===== src/rtl/pcm_fifo_arbiter.sv =====
// pcm_fifo_arbiter
//   Shares one byte-wide TX FIFO between NUM_CH PCM sample sources. Each channel
//   has a one-entry holding register. Pending channels are granted round-robin.
//   A granted sample goes into the FIFO as one tag byte (8'hA0 | channel) and then
//   SAMPLE_W/8 data bytes, least-significant byte first.
//
// Ports
//   clk             system clock
//   rst_n           synchronous, active-low reset
//   enable_i        1 = accept new samples; 0 = finish pending work, capture nothing
//   ch_valid_i      per-channel one-cycle strobe for a new sample
//   ch_data_i       channel i sample at [i*SAMPLE_W +: SAMPLE_W]
//   fifo_full_i     FIFO full flag; stalls serialization in place
//   fifo_wr_en_o    FIFO write strobe, one byte per high cycle
//   fifo_wr_data_o  byte to write, valid while fifo_wr_en_o = 1
//   busy_o          high while a sample is being serialized
//   drop_count_o    saturating count of samples lost to holding-register overrun
module pcm_fifo_arbiter #(
    parameter int NUM_CH   = 2,
    parameter int SAMPLE_W = 16,
    parameter int CNT_W    = 16
) (
    input  logic                       clk,
    input  logic                       rst_n,
    input  logic                       enable_i,
    input  logic [NUM_CH-1:0]          ch_valid_i,
    input  logic [NUM_CH*SAMPLE_W-1:0] ch_data_i,
    input  logic                       fifo_full_i,
    output logic                       fifo_wr_en_o,
    output logic [7:0]                 fifo_wr_data_o,
    output logic                       busy_o,
    output logic [CNT_W-1:0]           drop_count_o
);

    localparam int IDX_W  = (NUM_CH > 1) ? $clog2(NUM_CH) : 1;
    localparam int BYTES  = SAMPLE_W / 8;
    localparam int BCNT_W = 2;
    localparam int SUM_W  = ((CNT_W > 4) ? CNT_W : 4) + 1;

    typedef enum logic [1:0] {
        IDLE = 2'd0,
        TAG  = 2'd1,
        DATA = 2'd2
    } state_t;

    state_t                state_q, state_d;
    logic [IDX_W-1:0]      grant_q, grant_d;
    logic [IDX_W-1:0]      rr_q, rr_d;
    logic [SAMPLE_W-1:0]   shift_q, shift_d;
    logic [BCNT_W-1:0]     bcnt_q, bcnt_d;
    logic [NUM_CH-1:0]     pending_q, pending_d;
    logic [CNT_W-1:0]      drop_q, drop_d;
    logic [SAMPLE_W-1:0]   hold_q [NUM_CH];

    logic                  req_found;
    logic [IDX_W-1:0]      req_idx;
    logic                  grant_now;
    logic                  wr_en;
    logic [NUM_CH-1:0]     cap_en;
    logic [3:0]            drop_inc;

    // (base + off) mod NUM_CH, for off < NUM_CH
    function automatic logic [IDX_W-1:0] wrap_idx(input int base, input int off);
        int s;
        s = base + off;
        if (s >= NUM_CH) s = s - NUM_CH;
        return IDX_W'(s);
    endfunction

    // Saturating accumulate: sticks at all-ones instead of wrapping
    function automatic logic [CNT_W-1:0] sat_add(input logic [CNT_W-1:0] acc,
                                                 input logic [3:0] inc);
        logic [SUM_W-1:0] sum;
        sum = SUM_W'(acc) + SUM_W'(inc);
        if (sum > SUM_W'({CNT_W{1'b1}})) return {CNT_W{1'b1}};
        return sum[CNT_W-1:0];
    endfunction

    // Round-robin search: first pending channel at or above the rr pointer
    always_comb begin
        req_found = 1'b0;
        req_idx   = '0;
        for (int k = 0; k < NUM_CH; k++) begin
            if (!req_found && pending_q[wrap_idx(int'(rr_q), k)]) begin
                req_found = 1'b1;
                req_idx   = wrap_idx(int'(rr_q), k);
            end
        end
    end

    // Serializer FSM next state and FIFO outputs
    always_comb begin
        state_d        = state_q;
        grant_d        = grant_q;
        rr_d           = rr_q;
        shift_d        = shift_q;
        bcnt_d         = bcnt_q;
        grant_now      = 1'b0;
        wr_en          = (state_q != IDLE) && !fifo_full_i;
        fifo_wr_data_o = 8'h00;

        case (state_q)
            IDLE: begin
                if (req_found) begin
                    grant_now = 1'b1;
                    grant_d   = req_idx;
                    shift_d   = hold_q[req_idx];
                    rr_d      = wrap_idx(int'(req_idx), 1);
                    bcnt_d    = '0;
                    state_d   = TAG;
                end
            end
            TAG: begin
                fifo_wr_data_o = 8'hA0 | 8'(grant_q);
                if (wr_en) state_d = DATA;
            end
            DATA: begin
                fifo_wr_data_o = shift_q[7:0];
                if (wr_en) begin
                    shift_d = shift_q >> 8;
                    if (bcnt_q == BCNT_W'(BYTES - 1)) begin
                        state_d = IDLE;
                    end else begin
                        bcnt_d = bcnt_q + 1'b1;
                    end
                end
            end
            default: state_d = IDLE;
        endcase
    end

    // Capture: a channel whose pending sample is granted this cycle may take a
    // new sample in the same cycle; any other overrun is dropped and counted.
    always_comb begin
        pending_d = pending_q;
        cap_en    = '0;
        drop_inc  = 4'd0;
        for (int i = 0; i < NUM_CH; i++) begin
            if (grant_now && (req_idx == IDX_W'(i))) pending_d[i] = 1'b0;
            if (enable_i && ch_valid_i[i]) begin
                if (!pending_q[i] || (grant_now && (req_idx == IDX_W'(i)))) begin
                    cap_en[i]    = 1'b1;
                    pending_d[i] = 1'b1;
                end else begin
                    drop_inc = drop_inc + 4'd1;
                end
            end
        end
        drop_d = sat_add(drop_q, drop_inc);
    end

    always_ff @(posedge clk) begin
        if (!rst_n) begin
            state_q   <= IDLE;
            grant_q   <= '0;
            rr_q      <= '0;
            shift_q   <= '0;
            bcnt_q    <= '0;
            pending_q <= '0;
            drop_q    <= '0;
        end else begin
            state_q   <= state_d;
            grant_q   <= grant_d;
            rr_q      <= rr_d;
            shift_q   <= shift_d;
            bcnt_q    <= bcnt_d;
            pending_q <= pending_d;
            drop_q    <= drop_d;
        end
    end

    // Holding registers carry data only; pending_q qualifies them
    always_ff @(posedge clk) begin
        for (int i = 0; i < NUM_CH; i++) begin
            if (cap_en[i]) hold_q[i] <= ch_data_i[i*SAMPLE_W +: SAMPLE_W];
        end
    end

    assign fifo_wr_en_o = wr_en;
    assign busy_o       = (state_q != IDLE);
    assign drop_count_o = drop_q;

endmodule


===== config.mk =====
export PLATFORM = sky130hd
export DESIGN_NAME = pcm_fifo_arbiter
export DESIGN_NICKNAME = d
export VERILOG_FILES = /design/src/rtl/pcm_fifo_arbiter.sv
export SDC_FILE = /design/constraint.sdc
export NUM_CORES = 1
export LEC_CHECK = 0
export BUFFER_PORTS_ARGS = -buffer_cell sky130_fd_sc_hd__buf_2
export CAP_MARGIN = 15
export CORE_UTILIZATION = 49
export CTS_CLUSTER_SIZE = 8
export DETAILED_ROUTE_END_ITERATION = 8
export GPL_ROUTABILITY_DRIVEN = 0
export GPL_TIMING_DRIVEN = 0
export PLACE_DENSITY = 0.84
export SLEW_MARGIN = 15
export SYNTH_ARGS = -nofsm -noshare
export SYNTH_HDL_FRONTEND = slang
export SYNTH_SLANG_ARGS = --single-unit

===== constraint.sdc =====
create_clock -name clk -period 2.7 [get_ports clk]
set_input_delay 0.135 -clock clk [delete_from_list [all_inputs] [get_ports clk]]
set_output_delay 0.135 -clock clk [all_outputs]
set_load 0.02 [all_outputs]

# --- After elaboration in Yosys (flattened, before gate mapping) ---
# Memory sizes are Yosys's and may differ from the RTL's.
# Index checks and enable logic that the tools add are counted.
totals:
  register_bits: 40
  ramBits: 32
  input_bits: 38
  output_inout_bits: 26
  wordCells: 97
  n_memories: 1
memory_table:
  columns: ["memory", "words", "word_bits", "rd", "rd_clocked_by_memory_dff", "wr", "line_no", "rtl"]
  rows:
  - ["hold_q", 2, 16, 1, 0, 2, "53", "logic [SAMPLE_W-1:0] hold_q [NUM_CH];"]
op_classes:
  addsub: 8
  n_lt_le_gt_ge: 6
  eq_ne: 8
  n_mux: 47
  bitwise_logic: 1
  reduce_logical: 19
op_table:
  columns: ["op", "n"]
  rows:
  - ["16-bit two-way mux", 4]
  - ["16-bit one-hot mux with 2 select lines", 1]
  - ["1-bit two-way mux", 30]
  - ["16-bit by 4-bit adder with 17-bit output", 1]
  - ["17-bit by 16-bit > comparator with 1-bit output, second input constant", 1]
  - ["8-bit one-hot mux with 2 select lines", 1]
  - ["2-bit two-way mux", 7]
  - ["2-bit inequality test, second input constant", 5]
  - ["4-bit two-way mux", 2]
  - ["4-bit AND reduction", 2]
  - ["1-bit logical AND", 6]
  - ["2-bit one-hot mux with 3 select lines", 1]
  - ["1-bit by 1-bit adder with 2-bit output, second input constant", 2]
  - ["4-bit by 1-bit adder with 4-bit output, second input constant", 1]
  - ["2-bit by 1-bit == test with 1-bit output, second input constant", 2]
  - ["2-bit >= comparator, second input constant", 2]
  - ["1-bit logical NOT", 4]
  - ["1-bit by 2-bit less-than comparator with 1-bit output, second input constant", 2]
  - ["2-bit one-hot mux with 2 select lines", 1]
  - ["2-bit nonzero test", 2]
  - ["3-bit AND reduction", 1]
  - ["1-bit subtractor, second input constant", 3]
  - ["2-bit by 1-bit adder with 2-bit output, second input constant", 1]
  - ["2-bit == test, second input constant", 1]
  - ["5 further kinds", 6]

# --- Depth between registers and ports, before layout ---
# Gate-level depths: netlist (run 1).
logic_depth:
  depth_word: 21
  ltp_mapped: 16
  mapped_depth_nobuf: 14

# --- Worst setup path before layout (run 1) ---
# OpenSTA, ideal clock, no wires.
synth_path:
  kind: "reg-to-reg"
  start: "register state_q[0]"
  end: "register drop_q[11], in the netlist drop_count_o[11]"
  setup_ps: 71
  t_arrival_ps: 2890
  required_time_ps: 2629
  setup_slack_ps: -261
  stages_incl_launch_ff: 17
  n_path_buf: 2
  synth_period_minus_slack_ps: 2961
  path_cell_list: "dfxtp_1 -> inv_1 -> ha_1 -> clkbuf_1 -> nand2_1 -> nand2_1 -> nor2_1 -> ha_1 -> nand3_1 -> o31ai_1 -> ha_1 -> fa_1 -> nand4_4 -> nor4_4 -> nand4_2 -> buf_6 -> a21oi_1"
synth_between:
  elab_chain_cells: 13
  word_cells_on_any_way: 15
synth_lines:
  columns: ["element", "line_no", "rtl"]
  rows:
  - ["start, declared", "46", "state_t state_q, state_d;"]
  - ["start signal, assigned", "162", "state_q <= state_d;"]
  - ["2-bit logical NOT (*)", "102", "case (state_q)"]
  - ["1-bit two-way mux (*)", "102", null]
  - ["1-bit logical AND", "141", "if (!pending_q[i] || (grant_now && (req_idx == IDX_W'(i)))) begin"]
  - ["1-bit logical OR", "141", null]
  - ["1-bit two-way mux", "141", null]
  - ["1-bit two-way mux", "140", "if (enable_i && ch_valid_i[i]) begin"]
  - ["4-bit by 1-bit adder with 4-bit output", "145", "drop_inc = drop_inc + 4'd1;"]
  - ["4-bit two-way mux", "141", null]
  - ["4-bit two-way mux (*)", "140", null]
  - ["16-bit by 4-bit adder with 17-bit output (*)", "74", "sum = SUM_W'(acc) + SUM_W'(inc);"]
  - ["17-bit by 16-bit > comparator with 1-bit output", "75", "if (sum > SUM_W'({CNT_W{1'b1}})) return {CNT_W{1'b1}};"]
  - ["1-bit two-way mux", "75", null]
  - ["16-bit two-way mux (*)", "76", "return sum[CNT_W-1:0];"]
  - ["end signal, assigned", "168", "drop_q <= drop_d;"]
  - ["end, declared", "52", "logic [CNT_W-1:0] drop_q, drop_d;"]
# Every way passes the cells marked *; elsewhere a longest branch is shown, timed or not.
# A chain may end at the register's enable or synchronous reset.

# --- Final worst setup path (run 1) ---
layout_path:
  start: "register state_q[1]"
  end: "register drop_q[7], in the netlist drop_count_o[7]"
# The elaborated chain is that of the path after synthesis.

==> results of run 1 <==
[stage by stage]
stage	total power, W	hold WS [ns]	setup TNS [ns]	utilization [%]
final	0.00271	0.0955	0	72.0
after global routing	0.00280	0.120	0	72.0
after CTS	0.00268	0.0794	-0.356	71.3
after detailed placement	0.00150	0.313	-4.77	59.1
after global placement	0.00149	0.312	-3.19	58.8
after floorplan	0.00140	0.234	0	-
[power by group]
part,internal [W],switching (W),total [W]
sequential,0.00119,0.0000251,0.00122
clock,0.000735,0.000413,0.00115
combinational,0.000157,0.000184,0.000340
total,0.00208,0.000622,0.00271
[flip-flops by register name, indices dropped and copies added (netlist names)]
| signal | flops |
|---|---|
| shift_q | 16 |
| drop_count_o | 16 |
| grant_q | 1 |
| state_q | 2 |
| bcnt_q | 2 |
| pending_q | 2 |
| hold_q | 32 |
| rr_q | 1 |
[how the worst max path moves through the flow]
stage | to | slack (ns) | depth (start not counted)
2_1_floorplan | drop_count_o[11] | 0.03 | 16
3_5_place_dp | drop_count_o[6] | -0.36 | 14
3_3_place_gp | drop_count_o[3] | -0.26 | 16
5_1_grt | drop_count_o[10] | 0.002 | 13
4_1_cts | drop_count_o[7] | -0.06 | 16
6_report | drop_count_o[7] | 0.12 | 15
[cell usage in the layout (no fill, tap or decap), drive strengths merged, types with 2 or more instances in the layout]
master	count
nand4	4
and3	10
dfxtp	40
nor4	4
xnor2	9
clkbuf	22
nor3	4
a31o	9
nor2	14
ha	7
a21oi	41
o31ai	9
nand3	13
bufinv	4
buf	81
nor2b	5
nand2b	2
edfxtp	32
a21boi	9
dlygate4sd3	32
and2	6
nand2	24
inv	12
o21ai	17
[worst register-to-register path, stage by stage, from the launching register on]
cell     delay, ns
dfxtp_2       0.33
inv_2         0.07
ha_4          0.18
nand2_4       0.06
nand2_2       0.07
nor2_1        0.04
ha_1          0.27
nand3_1       0.08
o31ai_2       0.08
ha_2          0.23
fa_2          0.23
nand4_4       0.11
nor4_4        0.26
nand4_4       0.18
buf_6         0.19
a21oi_2       0.13
[metal layers]
metal  vias to the layer above  global-route usage, %  routed length (um)
met4                         0                   9.82                 180
li1                       1348                      -                   -
met3                        20                   4.62                 329
met2                        94                   46.0                4250
met5                         -                      0                   0
met1                      1342                   31.0                3460
[kinds of logic after synthesis]
kind of cell    after synthesis  synth area share (%)
xor+xnor                      9                  2.49
mux                           1                 0.316
compound gates               96                  19.2
buf+inv                      29                  3.75
fa+ha+maj                     8                  3.40
simple gates                 89                  15.2
flops                        72                  55.6
[what timing repair did]
action,4_1_cts,5_1_grt
hold endpoints to repair,32,0
buffers inserted,10,3
gates cloned,1,0
resized for setup,26,7
pin swaps,10,4
hold buffers,32,0
setup endpoints to repair,16,15
[final cells by class]
cell class / instances / share of cell area (%)
Clock inverter: 5 / 2.94
Buffer: 14 / 1.57
Sequential cell: 72 / 40.2
Tap cell: 75 / 2.14
Timing Repair Buffer: 110 / 17.3
Clock buffer: 11 / 3.22
Inverter: 12 / 1.03
Multi-Input combinational cell: 203 / 31.6
==> results_dict.tcl, run 1 <==
set metrics [dict create \
    worst_setup_path_start_kind "flop" \
    arrival_ns 2.85 \
    placementRows 28 \
    synth_most_common_cell "dfxtp_1" \
    fin_nets 468 \
    viasPerCell 5.59 \
    drc 0 \
    min_path_cells 3 \
    rrSetupSlack_ns 0.12 \
    chipWidth_um 82.4 \
    cts_buffers 9 \
    maxCapViolCount 0 \
    fillerInstances 412 \
    register_area_um2 1770 \
    fmax_ghz 0.388 \
    period_needed_ns 2.58 \
    skew_ns 0.00637 \
    grt_max_degree 19 \
    port_buffers 63 \
    drtIter0Drc 172 \
    syn_area_per_cell_um2 10.4 \
    synth.cell_area_um2 3170 \
    place_hpwl_mm 4.84 \
    hold_violations 0 \
    worstRegToRegCells 15 \
    r2r-end "drop_count_o[7]" \
    synth_flop_cell "dfxtp_1" \
    crit_slowest_cell "dfxtp_2" \
    startpoint "state_q[1]" \
    die_area_um2 6790 \
    syn2layout_area_growth_pct 38.5 \
    cts.htree.levels 3 \
    layout_setup_ws_ns 0.120 \
    start_util_pct 52.0 \
    final-setup-viol-count 0 \
    synth_edf_count 32 \
    clk_path_buf_depth 2 \
    multi_input_area_um2 1390 \
    crit_family "adder cells" \
    die_h_um 82.4 \
    slew_headroom_pct 42.3 \
    end_kind "flop" \
    synthCells 304 \
    wl_per_cell_um 16.4 \
    pre_cts_ws_ns -0.359 \
    finalNonFillerCells 502 \
    fin_area_um2 4390 \
    synth_area_leaders "edfxtp_1, dfxtp_1, a21oi_1" \
    root_buffer "clkbuf_8" \
    grt_overflow_total 0 \
    grt_usage_pct 25.9 \
    ys_seq_area_share_pct 55.6 \
    grt_pass1_vias 2634 \
    fin_crit_sh_pct 95.5 \
    dp_cells 443 \
    yosysWarnings 0 \
    crit_top_cell "nand4_4" \
    via_count 2804 \
    path_buf_inv 2 \
    crit_chain "inv_2 -> ha_4 -> nand2_4 -> nand2_2 -> nor2_1 -> ha_1 -> nand3_1 -> o31ai_2 -> ha_2 -> fa_2 -> nand4_4 -> nor4_4 -> nand4_4 -> buf_6 -> a21oi_2" \
    drive_gt1_share_pct 32.8 \
    crit_required_ns 2.97 \
    status "complete, no violations" \
    core_area_um2 6100 \
    min_from "rst_n" \
    worstSetupPathType "flop to flop" \
    leakagePower_nw 1.76 \
    clk_latency_ns 0.34 \
    rsz0062_at_grt "no" \
    min_path_type "input port to flop" \
    num_io_pins 64 \
    reg2reg_from "state_q[1]" \
    netlist_top_cells_count "dfxtp_1, a21oi_1, edfxtp_1, nand2_1, o21ai_0" \
    synth.largest_area_cell "edfxtp_1" \
    synth.top_cell.area_share_pct 30.3 \
    slew_viol_final 0 \
    synth_nets 350 \
    critPathMaxFanout 5 \
    ys_seq_elements 72 \
    num_antenna_cells 0 \
    cts_tree "yes" \
    synth.distinct_cells 44 \
    antenna_found_initial 0 \
    final_antenna_net_count 0 \
    hold_end "shift_q[0]" \
    place_area_um2 3600 \
    grt_pass1_wl_mm 12.7 \
    cts_sinks 72 \
    worstMarginPinSlew_ns 0.865 \
    cpPeakStageDelay_ns 0.33 \
    routed_wl_mm 8.22 \
    power_density_nw_per_um2 617 \
    drtPass1Iterations 5 \
    async_flop_share_pct 0 \
    clk_pin_slew_worst_paths_ns 0.08 \
    irDropWorstVdd_v 0.000476 \
]
No activity file was read; power rests on OpenSTA's default activity.
==> run 2, diff against run 1 <==
--- a/config.mk
+++ b/config.mk
@@ -7,12 +7,15 @@
 export LEC_CHECK = 0
 export BUFFER_PORTS_ARGS = -buffer_cell sky130_fd_sc_hd__buf_2
 export CAP_MARGIN = 15
-export CORE_UTILIZATION = 49
+export CELL_PAD_IN_SITES_DETAIL_PLACEMENT = 0
+export CELL_PAD_IN_SITES_GLOBAL_PLACEMENT = 1
+export CORE_UTILIZATION = 39
+export CTS_BUF_LIST = sky130_fd_sc_hd__clkbuf_2 sky130_fd_sc_hd__clkbuf_4 sky130_fd_sc_hd__clkbuf_8
 export CTS_CLUSTER_SIZE = 8
 export DETAILED_ROUTE_END_ITERATION = 8
 export GPL_ROUTABILITY_DRIVEN = 0
 export GPL_TIMING_DRIVEN = 0
-export PLACE_DENSITY = 0.84
+export PLACE_DENSITY = 0.86
 export SLEW_MARGIN = 15
 export SYNTH_ARGS = -nofsm -noshare
 export SYNTH_HDL_FRONTEND = slang
==> run 2 against run 1 <==
Global-route usage fell by 5.9 points. Non-clock buffer count rose by 4. Cell count rose by 6.2%. Final area fell by 0.63%. Count of clock-buffer cells in the layout fell by 2. Clock skew rose by 0.00088 ns. Critical path depth did not move. Clock power fell by 35%. Hold slack improved by 0.0031 ns. Sequential power barely moved. Worst setup slack got worse by 0.0032 ns. Critical endpoint is now drop_count_o[5]. Largest cell class unchanged.
==> results_dict.tcl, run 2 (synthesis results as in run 1) <==
set metrics [dict create \
    status "complete, no violations" \
    cts_sinks 72 \
    start_util_pct 40.6 \
    largest_reg_flops 32 \
    routed_wl_mm 7.89 \
    final_cell_mix "buf_2, dfxtp_1, dlygate4sd3_1, edfxtp_1, a21oi_1" \
    finalNonFillerCells 533 \
    port_buffers 63 \
    wl_per_cell_um 14.8 \
    drive_gt1_share_pct 33.6 \
    slew_viol_final 0 \
    clk_path_buf_depth 2 \
    chipWidth_um 92.1 \
    antenna_found_initial 0 \
    drc 0 \
    period_needed_ns 2.58 \
    fin_nets 472 \
    fmax_ghz 0.387 \
    crit_required_ns 2.97 \
    arrival_ns 2.85 \
    clk_pin_slew_worst_paths_ns 0.08 \
    worstSetupPathType "flop to flop" \
    crit_chain "inv_2 -> ha_4 -> nand2_4 -> nand2_2 -> nor2_1 -> ha_1 -> nand3_2 -> o31ai_2 -> ha_2 -> fa_2 -> nand4_4 -> nor4_4 -> nand4_4 -> buf_6 -> a21oi_2" \
    cts.htree.levels 3 \
    rrSetupSlack_ns 0.12 \
    clk_latency_ns 0.34 \
    crit_family "adder cells" \
    final-setup-viol-count 0 \
    die_area_um2 8490 \
    final_common_cell "buf_2" \
    grt_use_met3_pct 3.65 \
    cpPeakStageDelay_ns 0.34 \
    die_h_um 92.1 \
    worstMarginPinSlew_ns 0.856 \
    use_met1_pct 24.4 \
    num_antenna_cells 0 \
    total_power_w 0.00232 \
    syn2layout_area_growth_pct 37.6 \
    power_density_nw_per_um2 532 \
    core_area_um2 7810 \
    dp_cells 470 \
    grtUsageMet2_pct 33.9 \
    worst_setup_path_start_kind "flop" \
    grt_pass1_wl_mm 12.9 \
    min_path_cells 3 \
    grt_max_degree 19 \
    end_kind "flop" \
    root_buffer "clkbuf_8" \
    grt_pass1_vias 2700 \
    cts_tree "yes" \
    slew_headroom_pct 42.9 \
    rsz0062_at_grt "yes" \
    top_register "hold_q" \
    path_buf_inv 2 \
    final_antenna_net_count 0 \
    irDropWorstVdd_v 0.000392 \
    fin_setup_tns_ns 0 \
    hold_violations 0 \
    whs_ns 0.0986 \
    busiest_layer "met2" \
    crit_top_cell "nand4_4" \
    placementRows 32 \
    path_depth 15 \
    grt_overflow_total 0 \
    skew_ns 0.00725 \
    fin_crit_sh_pct 95.7 \
    grt_usage_pct 19.9 \
    worstRegToRegCells 15 \
    cts_buffers 9 \
    viasPerCell 5.07 \
    num_io_pins 64 \
    maxCapViolCount 0 \
    place_hpwl_mm 4.91 \
    leakagePower_nw 1.73 \
    crit_slowest_cell "dfxtp_2" \
    min_path_type "input port to flop" \
    critPathMaxFanout 5 \
    drtIter0Drc 180 \
    via_count 2701 \
    drtPass1Iterations 4 \
]
-- run 2: timing repair --
action / 4_1_cts / 5_1_grt
setup buffers: 11 / 6
resized for setup: 28 / 8
cloned: 1 / 0
pin swaps: 11 / 7
setup endpoints to repair: 16 / 16
hold buffers: 32 / 0
endpoints found under the hold margin: 32 / 0
-- run 2: final cells by class --
class	instances	area [um^2]
clock inverters	7	46.3
plain buffers	14	68.8
fillers	699	3450
clock buffers	9	124
multi-input cells	203	1390
inverters	12	45.0
repair buffers	114	790
well taps	102	128
flip-flops and latches	72	1770
-- run 2: stage by stage --
stage	utilization, %	cell area (um^2)	setup WS (ns)
floorplan	-	3180	0.0276
global placement	46.4	3620	-0.313
detailed placement	46.6	3640	-0.413
CTS	55.1	4300	-0.102
global route	55.9	4360	-0.0273
finish	55.9	4360	0.117
-- run 2: where the power goes --
part | internal, W | leakage [nW] | switching, W
Sequential | 0.00119 | 0.626 | 0.0000254
Clock | 0.000332 | 0.0847 | 0.000413
Combinational | 0.000170 | 1.02 | 0.000187
-- run 2: path summary, 6_finish.rpt --
path / to / from
worst max-delay path: drop_count_o[5] / state_q[0]
worst min-delay path: shift_q[0] / rst_n
worst max register to register: drop_count_o[5] / state_q[0]
worst min register to register: shift_q[9] / shift_q[9]
-- run 2: worst register-to-register path, cell delays in order (launching register included) --
cell and delay [ns]:
dfxtp_2 0.34, inv_2 0.07, ha_4 0.19, nand2_4 0.06, nand2_2 0.06, nor2_1 0.05, ha_1 0.30, nand3_2 0.07
o31ai_2 0.07, ha_2 0.23, fa_2 0.23, nand4_4 0.12, nor4_4 0.26, nand4_4 0.18, buf_6 0.18, a21oi_2 0.11
-- run 2: per-layer routing --
metal  up-vias  share of wire (%)
met5         -                  0
met3        10                4.1
met1      1270                 43
met4         0                2.0
li1       1352                  -
met2        69                 51
